$ cat config.mk
export PLATFORM = sky130hd
export DESIGN_NAME = alu_arbiter
export DESIGN_NICKNAME = d
export VERILOG_FILES = /design/src/rtl/alu_arbiter.sv
export SDC_FILE = /design/constraint.sdc
export NUM_CORES = 1
export LEC_CHECK = 0
export BUFFER_PORTS_ARGS = -buffer_cell sky130_fd_sc_hd__buf_2
export CAP_MARGIN = 15
export CORE_ASPECT_RATIO = 1.4
export CORE_MARGIN = 5
export CORE_UTILIZATION = 44
export CTS_CLUSTER_SIZE = 8
export DETAILED_ROUTE_END_ITERATION = 10
export HOLD_SLACK_MARGIN = 0.06
export PLACE_DENSITY = 0.88
export SLEW_MARGIN = 20
export SYNTH_ARGS = -nofsm -noshare
export SYNTH_HDL_FRONTEND = slang
export SYNTH_SLANG_ARGS = --single-unit
$ cat constraint.sdc
create_clock -name clk -period 1.6 [get_ports clk]
set_clock_uncertainty 0.1 [all_clocks]
set_input_delay 0.48 -clock clk [delete_from_list [all_inputs] [get_ports clk]]
set_output_delay 0.48 -clock clk [all_outputs]
set_load 0.005 [all_outputs]
$ cat src/rtl/alu_arbiter.sv
// alu_arbiter: two-requester round-robin front end for a shared ALU.
// Grants one requester, holds its operation on the ALU handshake until
// alu_rdy, captures the results and pulses that requester's done.
// Optional feature macro: ALU_ARB_TIMEOUT_EN -- abandons an operation
// after TIMEOUT BUSY cycles without alu_rdy and reports it on err.

module alu_arbiter #(
    parameter int unsigned TIMEOUT = 64
) (
    input  logic        clk,
    input  logic        rst,
    input  logic        req0,
    input  logic [5:0]  op0,
    input  logic [15:0] a0,
    input  logic [15:0] b0,
    input  logic        req1,
    input  logic [5:0]  op1,
    input  logic [15:0] a1,
    input  logic [15:0] b1,
    output logic        done0,
    output logic        done1,
    output logic [15:0] res_lo,
    output logic [15:0] res_hi,
    output logic [3:0]  flags,
    output logic        err,
    output logic        busy,
    output logic        owner,
    output logic        alu_bgn,
    output logic [5:0]  alu_op,
    output logic [15:0] alu_a,
    output logic [15:0] alu_b,
    input  logic [15:0] alu_acc1,
    input  logic [15:0] alu_acc2,
    input  logic [3:0]  alu_flags,
    input  logic        alu_rdy
);

    typedef enum logic [1:0] {
        IDLE = 2'd0,
        BUSY = 2'd1,
        DONE = 2'd2
    } state_t;

    state_t state_q;
    logic   last_q;     // requester granted most recently (tie breaker)
    logic   grant_c;    // requester that would be granted this cycle

    // Round-robin choice: a tie goes to the requester that was not last served.
    assign grant_c = (req0 && req1) ? ~last_q : req1;

`ifdef ALU_ARB_TIMEOUT_EN
    localparam int unsigned CNT_W = (TIMEOUT > 1) ? $clog2(TIMEOUT) : 1;

    logic [CNT_W-1:0] cnt_q;  // BUSY cycles seen without alu_rdy
    logic             err_q;
    logic             tmo_c;

    assign tmo_c = (cnt_q == CNT_W'(TIMEOUT - 1));
    assign err   = err_q;

    // Timeout counter and error pulse; cleared on every grant.
    always_ff @(posedge clk) begin
        if (rst) begin
            cnt_q <= '0;
            err_q <= 1'b0;
        end else begin
            err_q <= 1'b0;
            case (state_q)
                IDLE: cnt_q <= '0;
                BUSY: begin
                    if (alu_rdy) begin
                        cnt_q <= '0;
                    end else if (tmo_c) begin
                        cnt_q <= '0;
                        err_q <= 1'b1;
                    end else begin
                        cnt_q <= cnt_q + CNT_W'(1);
                    end
                end
                default: cnt_q <= '0;
            endcase
        end
    end
`else
    logic tmo_c;

    assign tmo_c = 1'b0;
    assign err   = 1'b0;
`endif

    // Arbitration FSM with registered ALU handshake, results and status.
    always_ff @(posedge clk) begin
        if (rst) begin
            state_q <= IDLE;
            last_q  <= 1'b1;
            owner   <= 1'b0;
            alu_bgn <= 1'b0;
            alu_op  <= '0;
            alu_a   <= '0;
            alu_b   <= '0;
            res_lo  <= '0;
            res_hi  <= '0;
            flags   <= '0;
            done0   <= 1'b0;
            done1   <= 1'b0;
            busy    <= 1'b0;
        end else begin
            done0 <= 1'b0;
            done1 <= 1'b0;
            case (state_q)
                IDLE: begin
                    if (req0 || req1) begin
                        owner   <= grant_c;
                        last_q  <= grant_c;
                        alu_op  <= grant_c ? op1 : op0;
                        alu_a   <= grant_c ? a1  : a0;
                        alu_b   <= grant_c ? b1  : b0;
                        alu_bgn <= 1'b1;
                        busy    <= 1'b1;
                        state_q <= BUSY;
                    end
                end
                BUSY: begin
                    if (alu_rdy) begin
                        res_lo  <= alu_acc1;
                        res_hi  <= alu_acc2;
                        flags   <= alu_flags;
                        alu_bgn <= 1'b0;
                        done0   <= ~owner;
                        done1   <= owner;
                        state_q <= DONE;
                    end else if (tmo_c) begin
                        res_lo  <= '0;
                        res_hi  <= '0;
                        flags   <= '0;
                        alu_bgn <= 1'b0;
                        done0   <= ~owner;
                        done1   <= owner;
                        state_q <= DONE;
                    end
                end
                DONE: begin
                    busy    <= 1'b0;
                    state_q <= IDLE;
                end
                default: begin
                    alu_bgn <= 1'b0;
                    busy    <= 1'b0;
                    state_q <= IDLE;
                end
            endcase
        end
    end

endmodule

==> impl_metrics.tcl, run 1 <==
set metrics [dict create \
    status "complete, no violations" \
    r2r_start "state_q[1]$_SDFFE_PP0P_" \
    vias_per_cell 5.155 \
    setup_viol 0 \
    insertedDiodeCount 0 \
    final_cell_area_sq_mm 0.004781 \
    r2r_cells 5 \
    vias 3588 \
    endpoint_kind "primary output" \
    powerDensity_mw_per_mm2 982.3 \
    nets 710 \
    die_h_um 114.3 \
    yosysTopAreaCellShare 0.4799 \
    cp_data_required_time_ns 1.02 \
    grt_max_degree 60 \
    hpwl_mm 7.481 \
    die_w_um 84.52 \
    yosysSeqAreaShare 0.4799 \
    finalMaxSlewViolations 0 \
    cpPeakStageDelay_ns 0.39 \
    critPathSlowestCell "dfxtp_1" \
    cap_violations 0 \
    io_buffers 195 \
    synth_seq_cells 82 \
    critPathLaunchType "flop" \
    seq_area_sq_mm 0.001642 \
    grt_pass1_wl_mm 15.95 \
    drive_gt1_frac 0.4346 \
    synth-edff-count 0 \
    fillers 691 \
    remaining_drc_errors 0 \
    numCtsBuffers 9 \
    fin_crit_ns 1.448 \
    die_area_sq_mm 0.009663 \
    boundaryPins 197 \
    ys.warnings.count 0 \
    synth.most_common_cell "nand2_1" \
    hold_depth 3 \
    worstHoldStart "alu_acc2[15]" \
    root_buffer "clkbuf_8" \
    worst-path-buf-inv 1 \
    grt_use_total 0.2011 \
    drt-initial-drc-count 208 \
    worstPathArrival_ns 0.87 \
    synth_area_leaders "dfxtp_1 48%, nand2_1 15%, a21oi_1 11%, a311oi_2 7.5%, a311oi_1 5.4%" \
    syn_nets 524 \
    rsz0062_at_grt "false" \
    cp_max_fo 4 \
    async_reset_ff_frac 0 \
    cp_cell_sequence "buf_2" \
    fp.coreArea_sq_mm 0.007655 \
    synthTopCellsByCount "140 x nand2_1, 82 x dfxtp_1, 78 x a21oi_1" \
    fmax_mhz 690.8 \
    drt-total-wl_mm 10.15 \
    floorplan.initialDensity 0.4469 \
    finalHoldViolCount 0 \
    synthCells 407 \
    cp_top_family "flip-flops" \
    wl_per_cell_um 14.59 \
    yosys_most_used_dff "dfxtp_1" \
    grt-ovfl-total 0 \
    hold_buffers 0 \
    reg2reg_to "alu_a[10]$_SDFFE_PP0P_" \
    row_count 38 \
    synthesis.area_sq_mm 0.003421 \
    cts.htree.levels 3 \
    antenna_found_initial 0 \
    leakagePower_nw 2.228 \
    period_share 0.9048 \
    ys_types 26 \
    clk_latency_ns 0.33 \
    clock-sinks 82 \
    clk_pin_slew_worst_paths_ns 0.08 \
    ant_nets 0 \
    cts_tree "built" \
    final.setup.tns_ns 0 \
    finalWeightedCongestion 0.8738 \
    min_path_type "input pin to flop" \
    total_power_mw 4.696 \
    rrSetupSlack_ns 0.23 \
    crit_type "flop to primary output" \
    area_delta_synth_final_pct 39.76 \
    place_area_sq_mm 0.004544 \
    avgSynthCellArea_sq_um 8.405 \
    yosysTopAreaCell "dfxtp_1" \
    worst_ir_drop_vdd_mv 0.4891 \
    multi_input_area_sq_mm 0.001575 \
    min_to "res_hi[15]$_SDFFE_PP0P_" \
    clk_path_buf_depth 2 \
    grt_pass1_vias 3503 \
    firstDrtPassIters 4 \
]
==> routing by layer <==
layer / GRT usage / share of wire
met3: 0.05400 / 0.074
met1: 0.2295 / 0.39
met2: 0.3576 / 0.52
met5: 0 / 0
met4: 0.07392 / 0.016
==> cells by family (layout without fill, tap and decap cells) <==
family,count (synthesis),in the layout,synth area share
AND/OR/NAND/NOR,164,165,0.1957
AO/OA/AOI/OAI,121,121,0.2538
flip-flops,82,82,0.4799
buffers and inverters,39,227,0.06949
other,1,1,0.001096
==> how the worst max path moves through the flow <==
| stage | end | slack, ns | start | depth (start not counted) |
|---|---|---|---|---|
| after floorplan | alu_a[10]$_SDFFE_PP0P_ | 0.16 | req1 | 5 |
| after detailed placement | alu_a[10]$_SDFFE_PP0P_ | -0.40 | req1 | 4 |
| after CTS | alu_a[5]$_SDFFE_PP0P_ | 0.08 | state_q[1]$_SDFFE_PP0P_ | 3 |
| after global routing | owner | 0.09 | owner$_SDFFE_PP0P_ | 1 |
| after global placement | alu_a[13]$_SDFFE_PP0P_ | -0.33 | req1 | 4 |
| final | owner | 0.15 | owner$_SDFFE_PP0P_ | 1 |
==> registers in the layout, summed over array words and instances (netlist names), 2 cells and up <==
register,flops
flags,4
state_q,2
alu_a,16
res_hi,16
res_lo,16
alu_b,16
alu_op,6
==> power breakdown <==
group          switching (mW)  leakage, nW  internal, mW
registers              0.0894        0.674          2.21
logic                   0.543         1.46         0.509
clock network           0.672       0.0903         0.672
==> placed cells by master, fill, tap and decap left out <==
cell type and instances:
buf_12 12, a311oi_2 17, a21boi_4 1, o21ai_0 2, nand2b_1 1, or3b_2 1, o21a_1 1, nand3b_1 2
buf_2 195, clkinvlp_4 1, clkbuf_8 12, nand2_2 9, nand2_1 140, dfxtp_1 82, clkinv_2 1, nor3_1 2
a311oi_1 21, or2_1 2, a21oi_1 78, nor2_4 3, and2_1 1, nor2_1 2, conb_1 1, buf_4 6
nand3_1 1, a21bo_2 1, and3b_1 1
==> per-stage QoR <==
step / cells / hold slack (ns) / worst slack [ns] / utilization
after global placement: 678 / 0.3389 / -0.3278 / 0.5937
after CTS: 695 / 0.2590 / 0.07618 / 0.6219
after global routing: 696 / 0.2568 / 0.09431 / 0.6246
after floorplan: 407 / 0.3527 / 0.1626 / -
after detailed placement: 678 / 0.3454 / -0.4049 / 0.5937
final: 696 / 0.2801 / 0.1524 / 0.6246
==> final cells by class <==
type | count | area share
Clock inverter | 2 | 0.002617
Multi-Input combinational cell | 287 | 0.3295
Clock buffer | 12 | 0.03455
Sequential cell | 82 | 0.3434
Timing Repair Buffer | 213 | 0.2638
Tap cell | 100 | 0.02617
==> what timing repair did <==
action	CTS	global route
pin swaps	1	1
cloned	1	0
setup endpoints to repair	38	16
buffers inserted	2	1
resized for setup	1	0
(Power assumes the default switching activity.)
==> run 2: changes to the inputs <==
--- a/config.mk
+++ b/config.mk
@@ -5,15 +5,17 @@
 export SDC_FILE = /design/constraint.sdc
 export NUM_CORES = 1
 export LEC_CHECK = 0
+export ABC_AREA = 1
 export BUFFER_PORTS_ARGS = -buffer_cell sky130_fd_sc_hd__buf_2
 export CAP_MARGIN = 15
 export CORE_ASPECT_RATIO = 1.4
 export CORE_MARGIN = 5
-export CORE_UTILIZATION = 44
+export CORE_UTILIZATION = 49
 export CTS_CLUSTER_SIZE = 8
 export DETAILED_ROUTE_END_ITERATION = 10
 export HOLD_SLACK_MARGIN = 0.06
-export PLACE_DENSITY = 0.88
+export PLACE_DENSITY = 0.94
+export RECOVER_POWER = 100
 export SLEW_MARGIN = 20
 export SYNTH_ARGS = -nofsm -noshare
 export SYNTH_HDL_FRONTEND = slang
==> constraint.sdc (replaced) <==
create_clock -name clk -period 1.7 [get_ports clk]
set_clock_uncertainty 0.1 [all_clocks]
set_input_delay 0.51 -clock clk [delete_from_list [all_inputs] [get_ports clk]]
set_output_delay 0.51 -clock clk [all_outputs]
set_load 0.005 [all_outputs]
==> impl_metrics.tcl, run 2 <==
set metrics [dict create \
    place_ws_ns 0.1573 \
    remaining_drc_errors 0 \
    synth_compound_area_frac 0.05379 \
    synthSimpleGateAreaFrac 0.3785 \
    synthMuxAreaShare 0 \
    floorplan.initialDensity 0.4984 \
    place_area_sq_mm 0.004886 \
    grt-ovfl-total 0 \
    grt_pass1_wl_mm 16.55 \
    numCtsBuffers 9 \
    setup_viol 0 \
    cts_tree "built" \
    io_buffers 195 \
    nets 900 \
    total_power_mw 4.373 \
    final_cell_area_sq_mm 0.004979 \
    status "complete, no violations" \
    synth_seq_cells 82 \
    drive_gt1_frac 0.2183 \
    powerDensity_mw_per_mm2 878.4 \
    hold_depth 3 \
    min_to "res_hi[5]$_SDFFE_PP0P_" \
    row_count 38 \
    synthCells 605 \
    clk_pin_slew_worst_paths_ns 0.08 \
    ys.warnings.count 0 \
    clk_latency_ns 0.35 \
    worstPathArrival_ns 0.88 \
    cp_top_family "flip-flops" \
    worstHoldStart "alu_acc2[5]" \
    wl_per_cell_um 11.88 \
    die_h_um 114.4 \
    cap_violations 0 \
    die_area_sq_mm 0.009675 \
    cp_data_required_time_ns 1.09 \
    finalMaxSlewViolations 0 \
    vias 4184 \
    clk_path_buf_depth 2 \
    avgSynthCellArea_sq_um 6.306 \
    grt_use_total 0.2098 \
    grt_pass1_vias 3756 \
    root_buffer "clkbuf_8" \
    worst-path-buf-inv 1 \
    fin_crit_ns 1.492 \
    leakagePower_nw 2.678 \
    fp.coreArea_sq_mm 0.007655 \
    firstDrtPassIters 4 \
    endpoint_kind "primary output" \
    yosysTopAreaCell "dfxtp_1" \
    maxSlewHeadroom 0.6207 \
    yosysSeqAreaShare 0.4303 \
    wl_met2_mm 5.042 \
    fmax_mhz 670.4 \
    synthesis.area_sq_mm 0.003815 \
    ys_types 18 \
    yosys_most_used_dff "dfxtp_1" \
    hpwl_mm 7.685 \
    crit_type "flop to primary output" \
    cts.htree.levels 3 \
    drt-total-wl_mm 10.55 \
    synth_area_leaders "dfxtp_1 43%, nand2_1 19%, nor2_1 12%, inv_1 8.0%, nand4_1 5.9%" \
    vias_per_cell 4.712 \
    period_share 0.8775 \
    rsz0062_at_grt "false" \
    cts_resized 0 \
    die_w_um 84.57 \
    reg2reg_to "alu_b[1]$_SDFFE_PP0P_" \
    finalWeightedCongestion 0.8133 \
    hold_slack_ns 0.3320 \
    async_reset_ff_frac 0 \
    synth.most_common_cell "nand2_1" \
    worstMarginPinSlew_ns 0.5689 \
    finalHoldViolCount 0 \
    cp_max_fo 4 \
    critPathLaunchType "flop" \
    synth-edff-count 0 \
    final.setup.tns_ns 0 \
    synth_top_family_by_area "simple AND/OR/NAND/NOR gates" \
    rrSetupSlack_ns 0.28 \
    area_delta_synth_final_pct 30.50 \
    insertedDiodeCount 0 \
    hold_buffers 0 \
    clock-sinks 82 \
    r2r_start "state_q[1]$_SDFFE_PP0P_" \
    critPathSlowestCell "dfxtp_1" \
    highest_layer "met4" \
    fin_ws_ns 0.2083 \
    m1WireLength_mm 4.083 \
    post_cts_buffers 0 \
    mostFrequentLayoutCells "197 x nand2_1, 145 x buf_2, 118 x nor2_1" \
    drt-initial-drc-count 184 \
    cp_cell_sequence "clkbuf_1" \
    cpPeakStageDelay_ns 0.40 \
    r2r_cells 7 \
    yosysTopAreaCellShare 0.4303 \
    ant_nets 0 \
    wl_met3_mm 1.191 \
    worst_ir_drop_vdd_mv 0.4980 \
    synth_adder_area_share 0 \
    syn_nets 722 \
    antenna_found_initial 0 \
    synthXorXnorAreaFrac 0 \
    grt_max_degree 63 \
    final_common_cell "nand2_1" \
    synthTopCellsByCount "198 x nand2_1, 117 x nor2_1, 82 x dfxtp_1" \
    min_path_type "input pin to flop" \
    boundaryPins 197 \
]
## run 2: kinds of logic (layout without fill, tap and decap cells)
family / count (synthesis) / count (layout)
AOI/OAI and AO/OA: 41 / 41
other: 1 / 1
buffers and inverters: 124 / 307
DFF: 82 / 82
and+or+nand+nor: 357 / 357
## run 2: per-stage QoR
| stage | instances | utilization |
|---|---|---|
| floorplan | 605 | - |
| global placement | 872 | 0.6383 |
| detailed placement | 872 | 0.6383 |
| CTS | 888 | 0.6597 |
| global route | 888 | 0.6504 |
| finish | 888 | 0.6504 |
## run 2: per-layer routing
metal | up-vias | track usage
li1 | 2176 | -
met1 | 1810 | 0.2307
met2 | 179 | 0.3617
met3 | 19 | 0.07343
met4 | 0 | 0.09504
met5 | - | 0
## run 2: area by class of cell
class,count,area (sq um)
Tap cell,100,125.1
Sequential cell,82,1642
Fill cell,716,2676
Inverter,82,307.8
Multi-Input combinational cell,399,1653
Clock buffer,13,148.9
Clock inverter,3,15.01
Timing Repair Buffer,209,1087
## run 2: power breakdown
group          switching, mW  leakage [nW]  internal [mW]
registers             0.0792         0.674           2.08
logic                  0.571          1.92          0.422
clock network          0.655        0.0872          0.565
total                   1.31          2.68           3.07
## run 2: how the worst max path moves through the flow
| stage | slack, ns | cells past startpoint | startpoint | endpoint |
|---|---|---|---|---|
| finish | 0.21 | 1 | owner$_SDFFE_PP0P_ | owner |
| floorplan | 0.35 | 7 | req0 | alu_a[0]$_SDFFE_PP0P_ |
| global route | 0.14 | 7 | state_q[1]$_SDFFE_PP0P_ | alu_a[15]$_SDFFE_PP0P_ |
| detailed placement | 0.16 | 7 | req1 | alu_a[12]$_SDFFE_PP0P_ |
| global placement | 0.22 | 7 | req1 | alu_op[2]$_SDFFE_PP0P_ |
| CTS | 0.18 | 1 | owner$_SDFFE_PP0P_ | owner |
==> run 3: changes to the inputs <==
--- a/config.mk
+++ b/config.mk
@@ -5,16 +5,15 @@
 export SDC_FILE = /design/constraint.sdc
 export NUM_CORES = 1
 export LEC_CHECK = 0
-export ABC_AREA = 1
 export BUFFER_PORTS_ARGS = -buffer_cell sky130_fd_sc_hd__buf_2
 export CAP_MARGIN = 15
 export CORE_ASPECT_RATIO = 1.4
 export CORE_MARGIN = 5
-export CORE_UTILIZATION = 49
+export CORE_UTILIZATION = 47
 export CTS_CLUSTER_SIZE = 8
 export DETAILED_ROUTE_END_ITERATION = 10
 export HOLD_SLACK_MARGIN = 0.06
-export PLACE_DENSITY = 0.94
+export PLACE_DENSITY = 0.93
 export RECOVER_POWER = 100
 export SLEW_MARGIN = 20
 export SYNTH_ARGS = -nofsm -noshare
==> impl_metrics.tcl, run 3 (synthesized netlist as in run 1, its figures left out) <==
set metrics [dict create \
    vias 3622 \
    setup_viol 0 \
    hold_buffers 0 \
    antenna_found_initial 0 \
    boundaryPins 197 \
    floorplan.initialDensity 0.4868 \
    clock-sinks 82 \
    hold_slack_ns 0.3086 \
    grt_max_degree 82 \
    drive_gt1_frac 0.3508 \
    hpwl_mm 7.111 \
    root_buffer "clkbuf_8" \
    critPathLaunchType "flop" \
    fin_crit_ns 1.486 \
    worstMarginPinSlew_ns 0.5263 \
    min_path_type "input pin to flop" \
    maxSlewHeadroom 0.6478 \
    status "complete, no violations" \
    grt_pass1_vias 3478 \
    die_w_um 82.10 \
    rsz0062_at_grt "false" \
    ant_nets 0 \
    worstPathArrival_ns 1.63 \
    grt-ovfl-total 0 \
    mostFrequentLayoutCells "152 x buf_2, 140 x nand2_1, 82 x dfxtp_1" \
    grt_pass1_wl_mm 15.70 \
    finalHoldViolCount 0 \
    cts.htree.levels 3 \
    numCtsBuffers 9 \
    clk_pin_slew_worst_paths_ns 0.07 \
    insertedDiodeCount 0 \
    cpPeakStageDelay_ns 0.32 \
    cp_top_family "buffers and inverters" \
    wl_per_cell_um 14.31 \
    clk_path_buf_depth 2 \
    leakagePower_nw 2.028 \
    firstDrtPassIters 5 \
    fin_ws_ns 0.2143 \
    final_common_cell "buf_2" \
    remaining_drc_errors 0 \
    powerDensity_mw_per_mm2 977.1 \
    cp_max_fo 41 \
    place_ws_ns -0.3580 \
    cp_data_required_time_ns 1.84 \
    period_share 0.8739 \
    critPathSlowestCell "dfxtp_1" \
    die_area_sq_mm 0.009109 \
    cap_violations 0 \
    io_buffers 195 \
    worst_ir_drop_vdd_mv 0.6337 \
    fp.coreArea_sq_mm 0.007027 \
    endpoint_kind "flop" \
    area_delta_synth_final_pct 36.32 \
    clk_latency_ns 0.33 \
    fmax_mhz 673.1 \
    worst-path-buf-inv 2 \
    crit_type "flop to flop" \
    grt_use_total 0.2135 \
    die_h_um 110.9 \
    finalMaxSlewViolations 0 \
    vias_per_cell 5.265 \
    nets 706 \
    drt-total-wl_mm 9.848 \
    finalWeightedCongestion 0.7338 \
    cp_cell_sequence "clkbuf_1 -> nor2_1 -> buf_12 -> a21oi_1 -> a311oi_2" \
    cts_tree "built" \
    fillers 599 \
    row_count 36 \
    drt-initial-drc-count 173 \
]
## run 3: cell count changes in the layout (fill, tap and decap cells not counted), sizes merged, moves of 2 or more
cell	delta
buf	+6
clkbuf	-7
a21oi	+38
nor2	-113
nand2	-49
inv	-82
nand4	-36
bufinv	+2
or2	+2
a311oi	+38
clkinv	-2
## run 3: what timing repair did
item                                    4_1_cts  5_1_grt
hold endpoints to repair                      0        0
gates cloned                                  1        0
endpoints found under the setup margin       38        9
resized for setup                             2        0
buffers inserted                              0        2
pin swaps                                     3        1
## run 3: worst min-delay path: stages
cell     delay, ns
buf_2         0.09
nand2_1       0.04
a21oi_1       0.05
## run 3: per-stage QoR
stage	utilization	TNS, ns	instance area [sq um]	total power [mW]	instances
finish	0.6636	0	4663	4.556	688
global route	0.6636	0	4663	4.779	688
CTS	0.6695	0	4705	4.607	686
detailed placement	0.6391	-12.49	4491	3.144	670
global placement	0.6391	-9.469	4491	3.108	670
floorplan	-	0	3421	2.725	407
## run 3: report_power, final
part	switching, mW	internal (mW)
logic	0.498	0.431
registers	0.0890	2.08
clock network	0.638	0.820
## run 3: final cells by class
type | instances | area [sq um] | share of cell area
repair buffers | 209 | 1132 | 0.2428
flip-flops and latches | 82 | 1642 | 0.3520
clock inverters | 3 | 65.06 | 0.01395
well taps | 95 | 118.9 | 0.02549
multi-input cells | 287 | 1570 | 0.3367
clock buffers | 12 | 135.1 | 0.02898
## run 3: path summary, 6_finish.rpt
| check | depth (start not counted) | from | endpoint | slack (ns) |
|---|---|---|---|---|
| setup / recovery | 5 | state_q[1]$_SDFFE_PP0P_ | alu_op[0]$_SDFFE_PP0P_ | 0.21 |
| hold / removal | 3 | alu_acc2[1] | res_hi[1]$_SDFFE_PP0P_ | 0.31 |
| setup reg to reg | 5 | state_q[1]$_SDFFE_PP0P_ | alu_op[0]$_SDFFE_PP0P_ | 0.21 |
| hold reg to reg | 2 | res_hi[2]$_SDFFE_PP0P_ | res_hi[2]$_SDFFE_PP0P_ | 0.36 |
## run 3: layer usage
layer | vias to the layer above | track usage | wire, um
li1 | 1766 | - | -
met1 | 1649 | 0.2440 | 3689
met2 | 182 | 0.3756 | 5001
met3 | 25 | 0.04228 | 919
met4 | 0 | 0.08537 | 238
met5 | - | 0 | 0
